`config.mk`:
```
export PLATFORM = sky130hd
export DESIGN_NAME = idli_decode_queue_m_flat
export DESIGN_NICKNAME = d
export VERILOG_FILES = /design/src/rtl/idli_decode_queue_m_pkg.sv /design/src/rtl/idli_decode_queue_m_if.sv /design/src/rtl/idli_decode_queue_m_asm.sv /design/src/rtl/idli_decode_queue_m_chk.sv /design/src/rtl/idli_decode_queue_m.sv /design/src/flat_wrapper.sv
export SDC_FILE = /design/constraint.sdc
export NUM_CORES = 1
export LEC_CHECK = 0
export CAP_MARGIN = 20
export CORE_MARGIN = 8
export CORE_UTILIZATION = 61
export DETAILED_ROUTE_END_ITERATION = 16
export PLACE_DENSITY = 0.84
export SKIP_CTS_REPAIR_TIMING = 1
export SYNTH_ARGS = -nofsm -noshare
export SYNTH_HDL_FRONTEND = slang
export SYNTH_SLANG_ARGS = --single-unit
```
`constraint.sdc`:
```
create_clock -name i_dq_gck -period 8.45 [get_ports i_dq_gck]
set_clock_uncertainty 0.05 [all_clocks]
set_input_delay 1.69 -clock i_dq_gck [delete_from_list [all_inputs] [get_ports i_dq_gck]]
set_output_delay 1.69 -clock i_dq_gck [all_outputs]
set_load 0.02 [all_outputs]
```
`src/rtl/idli_decode_queue_m_pkg.sv`:
```
// -----------------------------------------------------------------------------
// idli_decode_queue_m_pkg
// Shared types for the IDLI decode queue.
//   ctr_t      : 2-bit position inside the 4-cycle SQI period (3 = last cycle)
//   data_t     : 16-bit instruction / immediate word
//   dq_entry_t : one queue slot (word plus instruction/immediate classification)
//   need_imm_f : tells whether an instruction word is followed by an immediate
// -----------------------------------------------------------------------------
package idli_decode_queue_m_pkg;

   typedef logic [1:0]  ctr_t;
   typedef logic [15:0] data_t;

   localparam ctr_t CTR_LAST = 2'd3;

   typedef struct packed {
      data_t word;
      logic  is_imm;
      logic  need_imm;
   } dq_entry_t;

   // Opcode 4'hF carries an immediate except for the four short forms below.
   function automatic logic need_imm_f(input data_t word);
      logic short_form;
      short_form = (word[3:0] == 4'b1000) || (word[3:0] == 4'b1001) ||
                   (word[3:0] == 4'b1010) || (word[3:0] == 4'b1101);
      return (word[15:12] == 4'hF) && !short_form;
   endfunction

endpackage

```
`src/rtl/idli_decode_queue_m_if.sv`:
```
// -----------------------------------------------------------------------------
// idli_decode_queue_m_if
// Fetcher/consumer side bundle of the decode queue.
//   i_dq_ctr, i_dq_sqi, i_dq_sqi_vld, i_dq_flush, i_dq_rdy : into the queue
//   o_dq_enc, o_dq_imm, o_dq_has_imm, o_dq_vld, o_dq_full  : out of the queue
// master = fetcher/consumer, slave = the queue itself.
// -----------------------------------------------------------------------------
interface idli_decode_queue_m_if;
   import idli_decode_queue_m_pkg::*;

   ctr_t       i_dq_ctr;
   logic [3:0] i_dq_sqi;
   logic       i_dq_sqi_vld;
   logic       i_dq_flush;
   logic       i_dq_rdy;
   data_t      o_dq_enc;
   data_t      o_dq_imm;
   logic       o_dq_has_imm;
   logic       o_dq_vld;
   logic       o_dq_full;

   modport master (
      output i_dq_ctr, i_dq_sqi, i_dq_sqi_vld, i_dq_flush, i_dq_rdy,
      input  o_dq_enc, o_dq_imm, o_dq_has_imm, o_dq_vld, o_dq_full
   );

   modport slave (
      input  i_dq_ctr, i_dq_sqi, i_dq_sqi_vld, i_dq_flush, i_dq_rdy,
      output o_dq_enc, o_dq_imm, o_dq_has_imm, o_dq_vld, o_dq_full
   );
endinterface

```
`src/rtl/idli_decode_queue_m_asm.sv`:
```
// -----------------------------------------------------------------------------
// idli_dq_asm_m
// Collects four SQI nibbles (ctr 0..3, low nibble first) into a 16-bit word.
//   i_gck/i_rst : clock, synchronous active-high reset
//   i_clr       : discard the partial word (flush)
//   i_ctr, i_sqi, i_sqi_vld : period position and nibble
//   o_word      : assembled word, meaningful at ctr==3
//   o_complete  : all four nibbles of this period were valid (ctr==3 only)
// -----------------------------------------------------------------------------
module idli_dq_asm_m
   import idli_decode_queue_m_pkg::*;
(
   input  logic       i_gck,
   input  logic       i_rst,
   input  logic       i_clr,
   input  ctr_t       i_ctr,
   input  logic [3:0] i_sqi,
   input  logic       i_sqi_vld,
   output data_t      o_word,
   output logic       o_complete
);

   logic [11:0] part_r;
   logic        ok_r;

   // Nibble capture; ok_r restarts at ctr 0 so a reset or flush mid-period
   // spoils only the current period.
   always_ff @(posedge i_gck) begin
      if (i_rst || i_clr) begin
         part_r <= 12'h000;
         ok_r   <= 1'b0;
      end else begin
         case (i_ctr)
            2'd0: begin
               part_r[3:0] <= i_sqi;
               ok_r        <= i_sqi_vld;
            end
            2'd1: begin
               part_r[7:4] <= i_sqi;
               ok_r        <= ok_r & i_sqi_vld;
            end
            2'd2: begin
               part_r[11:8] <= i_sqi;
               ok_r         <= ok_r & i_sqi_vld;
            end
            default: ok_r <= 1'b0;
         endcase
      end
   end

   // The top nibble comes straight from the input in the last cycle.
   always_comb begin
      o_word     = {i_sqi, part_r};
      o_complete = (i_ctr == CTR_LAST) && ok_r && i_sqi_vld;
   end

endmodule

```
`src/rtl/idli_decode_queue_m_chk.sv`:
```
// -----------------------------------------------------------------------------
// idli_dq_chk_m
// Simulation checks for the decode queue.
//   i_gck/i_rst : clock and reset
//   i_drop      : a complete word arrived while full with no pop (fetcher error)
// -----------------------------------------------------------------------------
module idli_dq_chk_m (
   input logic i_gck,
   input logic i_rst,
   input logic i_drop
);

   a_no_overflow: assert property (@(posedge i_gck) disable iff (i_rst) !i_drop);

endmodule

```
`src/rtl/idli_decode_queue_m.sv`:
```
// -----------------------------------------------------------------------------
// idli_decode_queue_m
// Decode queue between the SQI fetcher and the decoder. Words are assembled
// from nibbles, classified as instruction or immediate, and held in a
// DEPTH-entry circular buffer. The head instruction is presented together
// with its immediate once both are present.
//   DEPTH      : entries, power of two, >= 2
//   i_dq_gck   : clock
//   i_dq_rst   : synchronous active-high reset
//   dq (slave) : SQI input, flush, consumer ready, head outputs, full
// Optional build macro IDLI_DQ_BYPASS_EN: with the queue empty, a completing
// instruction without immediate is presented in its own arrival cycle and,
// when the consumer is ready, taken without being stored.
// -----------------------------------------------------------------------------
module idli_decode_queue_m
   import idli_decode_queue_m_pkg::*;
#(
   parameter int DEPTH = 4
) (
   input logic                  i_dq_gck,
   input logic                  i_dq_rst,
   idli_decode_queue_m_if.slave dq
);

   localparam int PW = $clog2(DEPTH);
   localparam int CW = PW + 1;

   typedef logic [PW-1:0] ptr_t;
   typedef logic [CW-1:0] cnt_t;

   dq_entry_t mem_r [DEPTH];
   ptr_t      rd_ptr_r;
   ptr_t      wr_ptr_r;
   cnt_t      count_r;
   logic      pend_imm_r;

   data_t     asm_word_s;
   logic      asm_complete_s;
   dq_entry_t head_s;
   dq_entry_t next_s;
   logic      last_s;
   logic      full_s;
   logic      head_vld_s;
   logic      word_need_s;
   logic      byp_s;
   logic      byp_take_s;
   logic      pop_s;
   logic      push_s;
   logic      drop_s;
   cnt_t      pop_n_s;
   cnt_t      push_n_s;

   idli_dq_asm_m u_asm (
      .i_gck      (i_dq_gck),
      .i_rst      (i_dq_rst),
      .i_clr      (dq.i_dq_flush),
      .i_ctr      (dq.i_dq_ctr),
      .i_sqi      (dq.i_dq_sqi),
      .i_sqi_vld  (dq.i_dq_sqi_vld),
      .o_word     (asm_word_s),
      .o_complete (asm_complete_s)
   );

   // Head decode, bypass detection and push/pop decisions for this cycle.
   always_comb begin
      last_s      = (dq.i_dq_ctr == CTR_LAST);
      full_s      = (count_r == cnt_t'(DEPTH));
      head_s      = mem_r[rd_ptr_r];
      next_s      = mem_r[rd_ptr_r + ptr_t'(1)];
      head_vld_s  = (count_r != cnt_t'(0)) && !head_s.is_imm &&
                    (!head_s.need_imm || ((count_r >= cnt_t'(2)) && next_s.is_imm));
      word_need_s = need_imm_f(asm_word_s);
`ifdef IDLI_DQ_BYPASS_EN
      byp_s       = asm_complete_s && (count_r == cnt_t'(0)) && !pend_imm_r &&
                    !word_need_s && !i_dq_rst && !dq.i_dq_flush;
`else
      byp_s       = 1'b0;
`endif
      byp_take_s  = byp_s && dq.i_dq_rdy;
      pop_s       = last_s && head_vld_s && dq.i_dq_rdy;
      if (pop_s) begin
         pop_n_s = head_s.need_imm ? cnt_t'(2) : cnt_t'(1);
      end else begin
         pop_n_s = cnt_t'(0);
      end
      // A full queue still accepts when the head leaves at the same edge.
      push_s      = asm_complete_s && !byp_take_s && (!full_s || pop_s);
      drop_s      = asm_complete_s && !byp_take_s && full_s && !pop_s && !dq.i_dq_flush;
      push_n_s    = push_s ? cnt_t'(1) : cnt_t'(0);
   end

   // Head presentation; everything reads zero while nothing is valid.
   always_comb begin
      dq.o_dq_full = full_s;
      if (byp_s) begin
         dq.o_dq_vld     = 1'b1;
         dq.o_dq_enc     = asm_word_s;
         dq.o_dq_has_imm = 1'b0;
         dq.o_dq_imm     = 16'h0000;
      end else if (head_vld_s) begin
         dq.o_dq_vld     = 1'b1;
         dq.o_dq_enc     = head_s.word;
         dq.o_dq_has_imm = head_s.need_imm;
         dq.o_dq_imm     = head_s.need_imm ? next_s.word : 16'h0000;
      end else begin
         dq.o_dq_vld     = 1'b0;
         dq.o_dq_enc     = 16'h0000;
         dq.o_dq_has_imm = 1'b0;
         dq.o_dq_imm     = 16'h0000;
      end
   end

   // Storage, pointers, occupancy and the pending-immediate flag; flush wins.
   always_ff @(posedge i_dq_gck) begin
      if (i_dq_rst) begin
         rd_ptr_r   <= ptr_t'(0);
         wr_ptr_r   <= ptr_t'(0);
         count_r    <= cnt_t'(0);
         pend_imm_r <= 1'b0;
         for (int i = 0; i < DEPTH; i++) begin
            mem_r[i] <= '{word: 16'h0000, is_imm: 1'b0, need_imm: 1'b0};
         end
      end else if (dq.i_dq_flush) begin
         rd_ptr_r   <= ptr_t'(0);
         wr_ptr_r   <= ptr_t'(0);
         count_r    <= cnt_t'(0);
         pend_imm_r <= 1'b0;
      end else begin
         if (push_s) begin
            // A word following an immediate-carrying instruction is its immediate.
            mem_r[wr_ptr_r] <= '{word:     asm_word_s,
                                 is_imm:   pend_imm_r,
                                 need_imm: !pend_imm_r && word_need_s};
            wr_ptr_r        <= wr_ptr_r + ptr_t'(1);
            pend_imm_r      <= !pend_imm_r && word_need_s;
         end else begin
            pend_imm_r      <= pend_imm_r;
         end
         rd_ptr_r <= rd_ptr_r + ptr_t'(pop_n_s);
         count_r  <= count_r + push_n_s - pop_n_s;
      end
   end

   idli_dq_chk_m u_chk (
      .i_gck  (i_dq_gck),
      .i_rst  (i_dq_rst),
      .i_drop (drop_s)
   );

endmodule

```
`src/flat_wrapper.sv`:
```
// flat-port wrapper written by rule: the top's interface ports become plain ports
module idli_decode_queue_m_flat import idli_decode_queue_m_pkg::*;
#(
   parameter int DEPTH = 4
)
  (i_dq_gck, i_dq_rst, dq_i_dq_ctr, dq_i_dq_sqi, dq_i_dq_sqi_vld, dq_i_dq_flush, dq_i_dq_rdy, dq_o_dq_enc, dq_o_dq_imm, dq_o_dq_has_imm, dq_o_dq_vld, dq_o_dq_full);
  idli_decode_queue_m_if dq_i ();
  input logic i_dq_gck;
  input logic i_dq_rst;
  input wire logic [$bits(dq_i.i_dq_ctr)-1:0] dq_i_dq_ctr;
  input wire logic [$bits(dq_i.i_dq_sqi)-1:0] dq_i_dq_sqi;
  input wire logic [$bits(dq_i.i_dq_sqi_vld)-1:0] dq_i_dq_sqi_vld;
  input wire logic [$bits(dq_i.i_dq_flush)-1:0] dq_i_dq_flush;
  input wire logic [$bits(dq_i.i_dq_rdy)-1:0] dq_i_dq_rdy;
  output wire logic [$bits(dq_i.o_dq_enc)-1:0] dq_o_dq_enc;
  output wire logic [$bits(dq_i.o_dq_imm)-1:0] dq_o_dq_imm;
  output wire logic [$bits(dq_i.o_dq_has_imm)-1:0] dq_o_dq_has_imm;
  output wire logic [$bits(dq_i.o_dq_vld)-1:0] dq_o_dq_vld;
  output wire logic [$bits(dq_i.o_dq_full)-1:0] dq_o_dq_full;
  assign dq_i.i_dq_ctr = dq_i_dq_ctr;
  assign dq_i.i_dq_sqi = dq_i_dq_sqi;
  assign dq_i.i_dq_sqi_vld = dq_i_dq_sqi_vld;
  assign dq_i.i_dq_flush = dq_i_dq_flush;
  assign dq_i.i_dq_rdy = dq_i_dq_rdy;
  assign dq_o_dq_enc = dq_i.o_dq_enc;
  assign dq_o_dq_imm = dq_i.o_dq_imm;
  assign dq_o_dq_has_imm = dq_i.o_dq_has_imm;
  assign dq_o_dq_vld = dq_i.o_dq_vld;
  assign dq_o_dq_full = dq_i.o_dq_full;
  idli_decode_queue_m #(.DEPTH(DEPTH)) u_core (.i_dq_gck(i_dq_gck), .i_dq_rst(i_dq_rst), .dq(dq_i));
endmodule
```
Word level (Yosys, flattened, before mapping). Memories as Yosys holds them, arrays and structs flattened. A register that Yosys moved wholly into a read port is not among the register bits. Index checks and enable logic that the tools add are counted.

Output and inout port bits: 35. Memories kept: 1. Bits of input ports: 11. Logic and storage cells: 70. Bits in registers: 21. Bits in writable memories: 72.

Bitwise gates (word level): 1. Equality and inequality tests: 9. Muxes and demuxes: 19. $add $sub $neg: 5. Reductions and logical operators: 26. Order comparisons: 1.

Memory list: u_core.mem_r (words 4, width 18, rd ports 2, clocked after memory_dff 1, write ports 4, line idli_decode_queue_m.sv:31) `dq_entry_t mem_r [DEPTH];`.

Operator list (count): $mux W16 (3); $eq A4 B4 Y1 const B (5); $mux W18 (1); $reduce_or A18 Y1 (1); $logic_and A1 B1 Y1 (10); $mux W1 (10); $logic_or A1 B1 Y1 (6); $mux W2 (3); $logic_not A1 Y1 (5); $add A2 B1 Y2 const B (2); $eq A2 B2 Y1 const B (2); $reduce_or A2 Y1 (2); $add A3 B3 Y3 (1); $eq A3 B3 Y1 const B (1); $ge A3 B2 Y1 const B (1); $mux W3 (1); $reduce_bool A3 Y1 (1); $sub A3 B3 Y3 (1); $add A2 B2 Y2 (1); $eq A2 B1 Y1 const B (1); $logic_not A2 Y1 (1); $pmux W1 S2 (1); $and A1 B1 Y1 (1).

Longest topological paths before layout. Gate-level depths: netlist of the first run. An unclocked memory read counts as a cell.

Depth after elaboration: 15. Gate-level depth with buffers: 14. Mapped depth without buffers: 12.

Hierarchy. A second synthesis of the first run with hierarchy kept.

Cell total of the unflattened synthesis: 367. Area, all modules: 5057.4 µm².

By module, submodules not included: idli_decode_queue_m (times used 1, cells an instance 312, seq. area each 2322.2 µm², area each 4483.0 µm²); idli_dq_asm_m (times used 1, cells an instance 55, seq. area each 260.2 µm², area each 574.3 µm²).

Least setup slack after synthesis of the first run. OpenSTA, ideal clock, no wires.

Kind: input to register. Start point: in dq_i_dq_ctr[0]. End point: mem u_core.mem_r[2][0] (netlist bit) (enable). Path slack: 4016 ps. Stages: 6. Library setup time: 421 ps. Data arrival time: 3962 ps. Buffers on the path: 1. Path through: ha_1 nand2_1 nor4_4 a21oi_1 buf_2 o31ai_1.

RTL lines: start: declaration (line flat_wrapper.sv:10) `input wire logic [$bits(dq_i.i_dq_ctr)-1:0] dq_i_dq_ctr;`; end: declaration (line idli_decode_queue_m.sv:31).

==> metrics.md, run 1 <==
| Metric | Value |
|---|---|
| Status | complete, no violations |
| Worst hold-check path type | reg2reg |
| Critical path endpoint category | output pin |
| Detail-routed net length per standard cell | 21.45 um |
| Largest vdd supply drop | 0.08290 mV |
| Maximum net fanout on the critical path | 17 |
| Layout Utilization | 0.7281 |
| Launch point of the worst reg-to-reg path | u_core.rd_ptr_r[0]$_SDFF_PP0_ |
| Layout Nets | 433 |
| Most area-consuming cells after synthesis | sky130_fd_sc_hd__edfxtp_1, sky130_fd_sc_hd__mux4_2, sky130_fd_sc_hd__dfxtp_1 |
| Placed Cells incl. Taps | 502 |
| Boundary Pins | 46 |
| Sequential-to-total area share from yosys stat | 0.5252 |
| Worst-case register-to-register setup slack | 4.25 ns |
| Fin. max-slew vios | 0 |
| Gate count of the mapped netlist | 379 |
| Routed Antenna Nets | 0 |
| Buffer type at the clock tree root | sky130_fd_sc_hd__clkbuf_8 |
| Number of endpoints failing setup at the final stage | 0 |
| Total number of vias | 3384 |
| Number of synthesis warnings | 0 |
| Clock buffer depth | 2 |
| Arrival time at the worst endpoint | 3.65 ns |
| Number of cells in the finished layout apart from fillers | 519 |
| Quantity of I/O buffers inserted on ports | 45 |
| Pin count of the biggest net entering global routing | 59 |
| # H-tree levels | 3 |
| Ratio of cells with drive above 1 in the final layout | 0.1894 |
| Die height | 105.8 um |
| Start point of the worst hold path | u_core.u_asm.part_r[7]$_SDFFE_PP0N_ |
| Placer Congestion | 0.9023 |
| Clock transition at the registers of the reported paths | 0.09 ns |
| Post-route minimum period | 5.388 ns |
| Initial antenna violation count | 0 |
| Wire length of the first global-routing pass | 18110 um |
| Endpoint with the worst hold slack | u_core.u_asm.part_r[7]$_SDFFE_PP0N_ |
| TritonCTS Sinks | 93 |
| Average cell area after synthesis | 12.97 um2 |
| Power per standard cell area | 154.6 mW/mm2 |
| Most common cell after layout, fill and taps aside | sky130_fd_sc_hd__edfxtp_1 |
| Distinct cell type count after synthesis | 40 |
| Detail Placement HPWL | 7414 um |
| Fraction of post-synthesis cell area in the top cell type by area | 0.4397 |
| Initial DRC Count | 368 |
| TNS Setup | 0 ns |
| Leakage power figure | 0.001918 uW |
| Hold path depth | 2 |
| Site row count | 32 |
| CTS tree | yes |
| Max-slew headroom at the worst pin | 0.2892 |
| Worst setup SP type | register |
| Final cycle utilization of the critical path | 0.6376 |
| Worst Tran Pin Value | 1.066 ns |
| Final hold violation count | 0 |
| Number of global-route vias before repair | 3441 |
| Max Clk Rate | 0.1856 GHz |
| Top cell type by total area after synthesis | sky130_fd_sc_hd__edfxtp_1 |
| Required time of the critical path | 6.71 ns |
| Core Region | 0.007767 mm2 |
| First-pass iteration count of the detailed router | 4 |
| Final Cell Area | 0.005655 mm2 |
| Total grt overflow | 0 |
| Die Footprint | 0.01119 mm2 |
| Global-route usage over all layers | 0.2055 |
| Initial Utilization | 0.6331 |
| TritonCTS Buffers | 9 |
| DR vias/cell | 6.520 |
| Cell count of the worst reg-to-reg path | 14 |
| DR DRC count | 0 |
| Net Count, Synth | 400 |
| Worst hold slack after final layout | 0.4527 ns |
| Insertion delay of the later-clocked pin in the worst-skew pair | 0.36 ns |
| Flip-flop and latch count after synthesis | 93 |
| Placement-stage cell area | 0.005438 mm2 |
| Commonest cells after routing, fill and taps aside | sky130_fd_sc_hd__edfxtp_1, sky130_fd_sc_hd__clkdlybuf4s50_1, sky130_fd_sc_hd__nor3_1 |
| Max-Cap Viols | 0 |
| Type of the setup path with the least slack | reg2out |
| Die Span X | 105.8 um |
| Unrepaired setup endpoints after global routing | false |
| RR Endpoint | u_core.count_r[2]$_SDFF_PP0_ |
| Drt total wl | 11130 um |
| Netlist Area Pre-Place | 0.004917 mm2 |
| Area added between synthesis and finish | 15.01% |
| Diodes inserted | 0 |
==> area by class of cell <==
cell class | instances | area, um2
clock buffers | 11 | 131.4
clock inverters | 5 | 75.07
inverters | 27 | 101.3
well taps | 102 | 127.6
multi-input cells | 225 | 2100
repair buffers | 56 | 536.8
fillers | 516 | 2112
flip-flops and latches | 93 | 2584
==> power breakdown <==
group          internal, uW  total (uW)  switching, uW  leakage (uW)
combinational          18.7        48.7           30.1      0.000905
sequential              503         511           7.21      0.000915
clock                   165         315            150     0.0000986
total                   687         874            187       0.00192
==> logic make-up after synthesis <==
group / count (synthesis) / synth area share
multiplexers: 52 / 0.1924
AO/OA/AOI/OAI: 13 / 0.01680
XOR/XNOR: 3 / 0.005344
flip-flops: 93 / 0.5252
AND/OR/NAND/NOR: 147 / 0.1822
adder cells (fa/ha/maj): 10 / 0.02697
buffers and inverters: 61 / 0.05114
==> Yosys cell counts <==
master	instances
sky130_fd_sc_hd__edfxtp_1	72
sky130_fd_sc_hd__nor3_1	41
sky130_fd_sc_hd__mux4_2	34
sky130_fd_sc_hd__inv_1	27
sky130_fd_sc_hd__clkbuf_1	23
sky130_fd_sc_hd__dfxtp_1	21
sky130_fd_sc_hd__mux2i_1	18
sky130_fd_sc_hd__nor4_1	18
sky130_fd_sc_hd__nor2_1	17
sky130_fd_sc_hd__and3_1	16
sky130_fd_sc_hd__nor3_2	15
sky130_fd_sc_hd__ha_1	9
sky130_fd_sc_hd__and2b_1	8
sky130_fd_sc_hd__nor2b_1	8
sky130_fd_sc_hd__nand2_1	6
sky130_fd_sc_hd__buf_1	5
sky130_fd_sc_hd__o21ai_0	4
sky130_fd_sc_hd__and2_1	3
sky130_fd_sc_hd__buf_2	3
sky130_fd_sc_hd__nor3b_1	3
sky130_fd_sc_hd__or2_2	3
sky130_fd_sc_hd__a21oi_1	2
sky130_fd_sc_hd__buf_6	2
sky130_fd_sc_hd__nand2b_1	2
sky130_fd_sc_hd__nand3_1	2
sky130_fd_sc_hd__nand4_1	2
sky130_fd_sc_hd__xnor2_1	2
sky130_fd_sc_hd__a211o_1	1
sky130_fd_sc_hd__a211oi_1	1
sky130_fd_sc_hd__a31oi_1	1
sky130_fd_sc_hd__buf_4	1
sky130_fd_sc_hd__fa_1	1
sky130_fd_sc_hd__nor4_4	1
sky130_fd_sc_hd__nor4b_1	1
sky130_fd_sc_hd__o21bai_1	1
sky130_fd_sc_hd__o221ai_1	1
sky130_fd_sc_hd__o22ai_1	1
sky130_fd_sc_hd__o31ai_1	1
sky130_fd_sc_hd__or3_1	1
sky130_fd_sc_hd__xor2_1	1
==> flip-flops by register name (all words and copies together) (netlist names) <==
name,cells
u_core.u_asm.ok_r,1
u_core.mem_r,72
u_core.u_asm.part_r,12
u_core.rd_ptr_r,2
u_core.count_r,3
u_core.wr_ptr_r,2
u_core.pend_imm_r,1
==> critical path, stage by stage, from the launching register on <==
cell and delay [ns]:
sky130_fd_sc_hd__edfxtp_1 0.41, sky130_fd_sc_hd__mux4_2 0.53, sky130_fd_sc_hd__nor2_1 0.50, sky130_fd_sc_hd__buf_6 0.24, sky130_fd_sc_hd__nand3_1 0.56, sky130_fd_sc_hd__and2b_1 0.42, sky130_fd_sc_hd__clkdlybuf4s50_1 0.61
==> metal layers <==
metal / share of wire / vias to the layer above / track usage
li1: - / 1499 / -
met4: 0.026 / 0 / 0.1055
met5: 0 / - / 0
met2: 0.50 / 187 / 0.3298
met3: 0.095 / 23 / 0.04324
met1: 0.37 / 1675 / 0.2581
==> metrics by stage <==
stage | worst slack [ns] | total power [uW]
global route | 2.908 | 894.9
global placement | 3.045 | 566.7
CTS | 2.524 | 872.0
detailed placement | 2.915 | 569.0
finish | 3.062 | 874.4
floorplan | 4.016 | 548.6
==> worst max path at each step <==
stage                     cells after the start                             start                          endpoint  slack [ns]
final                                         6  u_core.mem_r[2][1]$_SDFFCE_PN0P_                    dq_o_dq_imm[1]        3.06
after global routing                          6      u_core.mem_r[3][1]$_DFFE_PP_                    dq_o_dq_imm[1]        2.91
after CTS                                     5  u_core.mem_r[2][1]$_SDFFCE_PN0P_                    dq_o_dq_imm[1]        2.52
after detailed placement                      5  u_core.mem_r[2][1]$_SDFFCE_PN0P_                    dq_o_dq_imm[1]        2.91
after global placement                        5      u_core.mem_r[3][1]$_DFFE_PP_                    dq_o_dq_imm[3]        3.05
after floorplan                               6                    dq_i_dq_ctr[0]  u_core.mem_r[2][0]$_SDFFCE_PN0P_        4.02
No activity file was read; power rests on OpenSTA's default activity.
==> run 2: changes to the inputs <==
CORE_UTILIZATION = 52   (was 61)
PLACE_DENSITY = 0.76   (was 0.84)
clock period = 4.66 ns   (was 8.45 ns; I/O delays follow)
==> run 2 against run 1 <==
- count of clock-buffer cells in the layout shrank 1
- sequential power grew 81%
- clock power grew 120%
- die area grew 15%
- critical path depth shrank 1
- setup slack lost 2.4 ns
- non-clock buffer count grew 4
- sequential share of layout area shrank 0.75 points
- hold slack lost 0.020 ns
- critical path type unchanged
- critical endpoint is now dq_o_dq_imm[6]
==> metrics.md, run 2 (synthesis gave the netlist of run 1 again) <==
| Metric | Value |
|---|---|
| Status | complete, no violations |
| Most common cell after layout, fill and taps aside | sky130_fd_sc_hd__edfxtp_1 |
| Insertion delay of the later-clocked pin in the worst-skew pair | 0.37 ns |
| Die height | 113.2 um |
| Boundary Pins | 46 |
| Final hold violation count | 0 |
| Number of endpoints failing setup at the final stage | 0 |
| Critical path endpoint category | output pin |
| Total number of vias | 3333 |
| Site row count | 35 |
| Top Registers | u_core.mem_r: 72 flops, u_core.u_asm.part_r: 12 flops, u_core.count_r: 3 flops |
| DR vias/cell | 6.265 |
| Worst Tran Pin Value | 1.014 ns |
| Area added between synthesis and finish | 16.92% |
| Number of global-route vias before repair | 3445 |
| Power per standard cell area | 298.3 mW/mm2 |
| Final cycle utilization of the critical path | 0.8605 |
| Number of filler cells placed in the layout | 702 |
| Leakage power figure | 0.001960 uW |
| Wire length of the first global-routing pass | 18440 um |
| TNS Setup | 0 ns |
| Max Clk Rate | 0.2494 GHz |
| Clock buffer depth | 2 |
| Placer Congestion | 0.9012 |
| Worst setup SP type | register |
| CTS tree | yes |
| Detail-routed net length per standard cell | 21.83 um |
| Initial DRC Count | 188 |
| Largest vdd supply drop | 0.1660 mV |
| Crit path setup slack, layout | 0.6502 ns |
| Ratio of cells with drive above 1 in the final layout | 0.2043 |
| Detail Placement HPWL | 7990 um |
| Quantity of I/O buffers inserted on ports | 45 |
| Die Span X | 113.2 um |
| Drt total wl | 11610 um |
| Initial Utilization | 0.5347 |
| Post-route minimum period | 4.010 ns |
| Total grt overflow | 0 |
| Unrepaired setup endpoints after global routing | false |
| Global-route usage over all layers | 0.1843 |
| TritonCTS Buffers | 9 |
| Fin. max-slew vios | 0 |
| Worst hold-check path type | reg2reg |
| Type of the setup path with the least slack | reg2out |
| Required time of the critical path | 3.68 ns |
| Max-slew headroom at the worst pin | 0.3233 |
| TritonCTS Sinks | 93 |
| DR DRC count | 0 |
| Pin count of the biggest net entering global routing | 48 |
| Initial antenna violation count | 0 |
| Max FFs per register | 72 |
| Design Power | 1715 uW |
| # H-tree levels | 3 |
| First-pass iteration count of the detailed router | 5 |
| Clock transition at the registers of the reported paths | 0.09 ns |
| Max-Cap Viols | 0 |
| Arrival time at the worst endpoint | 3.03 ns |
| Commonest cells after routing, fill and taps aside | sky130_fd_sc_hd__edfxtp_1, sky130_fd_sc_hd__clkdlybuf4s50_1, sky130_fd_sc_hd__nor3_1 |
| Layout Nets | 437 |
| Worst slack after detailed placement | 0.9247 ns |
| Core Region | 0.009196 mm2 |
| Buffer type at the clock tree root | sky130_fd_sc_hd__clkbuf_8 |
| Routed Antenna Nets | 0 |
| Die Footprint | 0.01282 mm2 |
| Maximum net fanout on the critical path | 17 |
| Diodes inserted | 0 |
| Register ranked first by flip-flop count | u_core.mem_r |
run 2: changes by cell type in the layout (fill, tap and decap cells not counted):
cell / previous run / this run
sky130_fd_sc_hd__buf_4: 10 / 15
sky130_fd_sc_hd__bufinv_16: 2 / 4
sky130_fd_sc_hd__clkinv_1: 2 / 0
sky130_fd_sc_hd__buf_6: 1 / 0
sky130_fd_sc_hd__clkbuf_1: 2 / 1
sky130_fd_sc_hd__clkinvlp_4: 1 / 2
run 2: metrics by stage:
stage	std cells	hold WS, ns	utilization	area, um2
floorplan	379	0.4006	-	4917
global placement	516	0.4200	0.5966	5487
detailed placement	516	0.4204	0.5966	5487
CTS	532	0.4349	0.6252	5749
global route	532	0.4640	0.6252	5749
finish	532	0.4329	0.6252	5749
run 2: critical path, cell delays in order (launching register included):
cell and delay (ns):
sky130_fd_sc_hd__dfxtp_2 0.41, sky130_fd_sc_hd__mux4_2 0.57, sky130_fd_sc_hd__nor2_1 0.16, sky130_fd_sc_hd__nand3_1 0.52
sky130_fd_sc_hd__and2b_1 0.39, sky130_fd_sc_hd__clkdlybuf4s50_1 0.60
run 2: final timing paths:
kind	start	to	slack [ns]	cells past startpoint
setup / recovery	u_core.rd_ptr_r[0]$_SDFF_PP0_	dq_o_dq_imm[6]	0.65	5
hold reg to reg	u_core.pend_imm_r$_SDFFE_PP0N_	u_core.pend_imm_r$_SDFFE_PP0N_	0.43	2
hold / removal	u_core.pend_imm_r$_SDFFE_PP0N_	u_core.pend_imm_r$_SDFFE_PP0N_	0.43	2
setup reg to reg	u_core.rd_ptr_r[0]$_SDFF_PP0_	u_core.count_r[2]$_SDFF_PP0_	1.33	13
run 2: metal layers:
metal	global-route usage	routed length [um]	vias to the layer above
met4	0.09147	301	0
li1	-	-	1508
met1	0.2277	4682	1657
met2	0.2964	5796	145
met3	0.04473	829	23
met5	0	0	-
run 2: area by class of cell:
class	count	area (um2)	area share
Sequential cell	93	2584	0.4494
Multi-Input combinational cell	225	2100	0.3652
Timing Repair Buffer	60	563.0	0.09793
Tap cell	111	138.9	0.02416
Clock inverter	6	135.1	0.02350
Clock buffer	10	127.6	0.02220
Inverter	27	101.3	0.01763
run 2: power by group:
group	leakage, uW	switching (uW)	internal (uW)
clock	0.000123	287	411
combinational	0.000923	55.5	36.1
sequential	0.000915	13.4	913
total	0.00196	356	1360
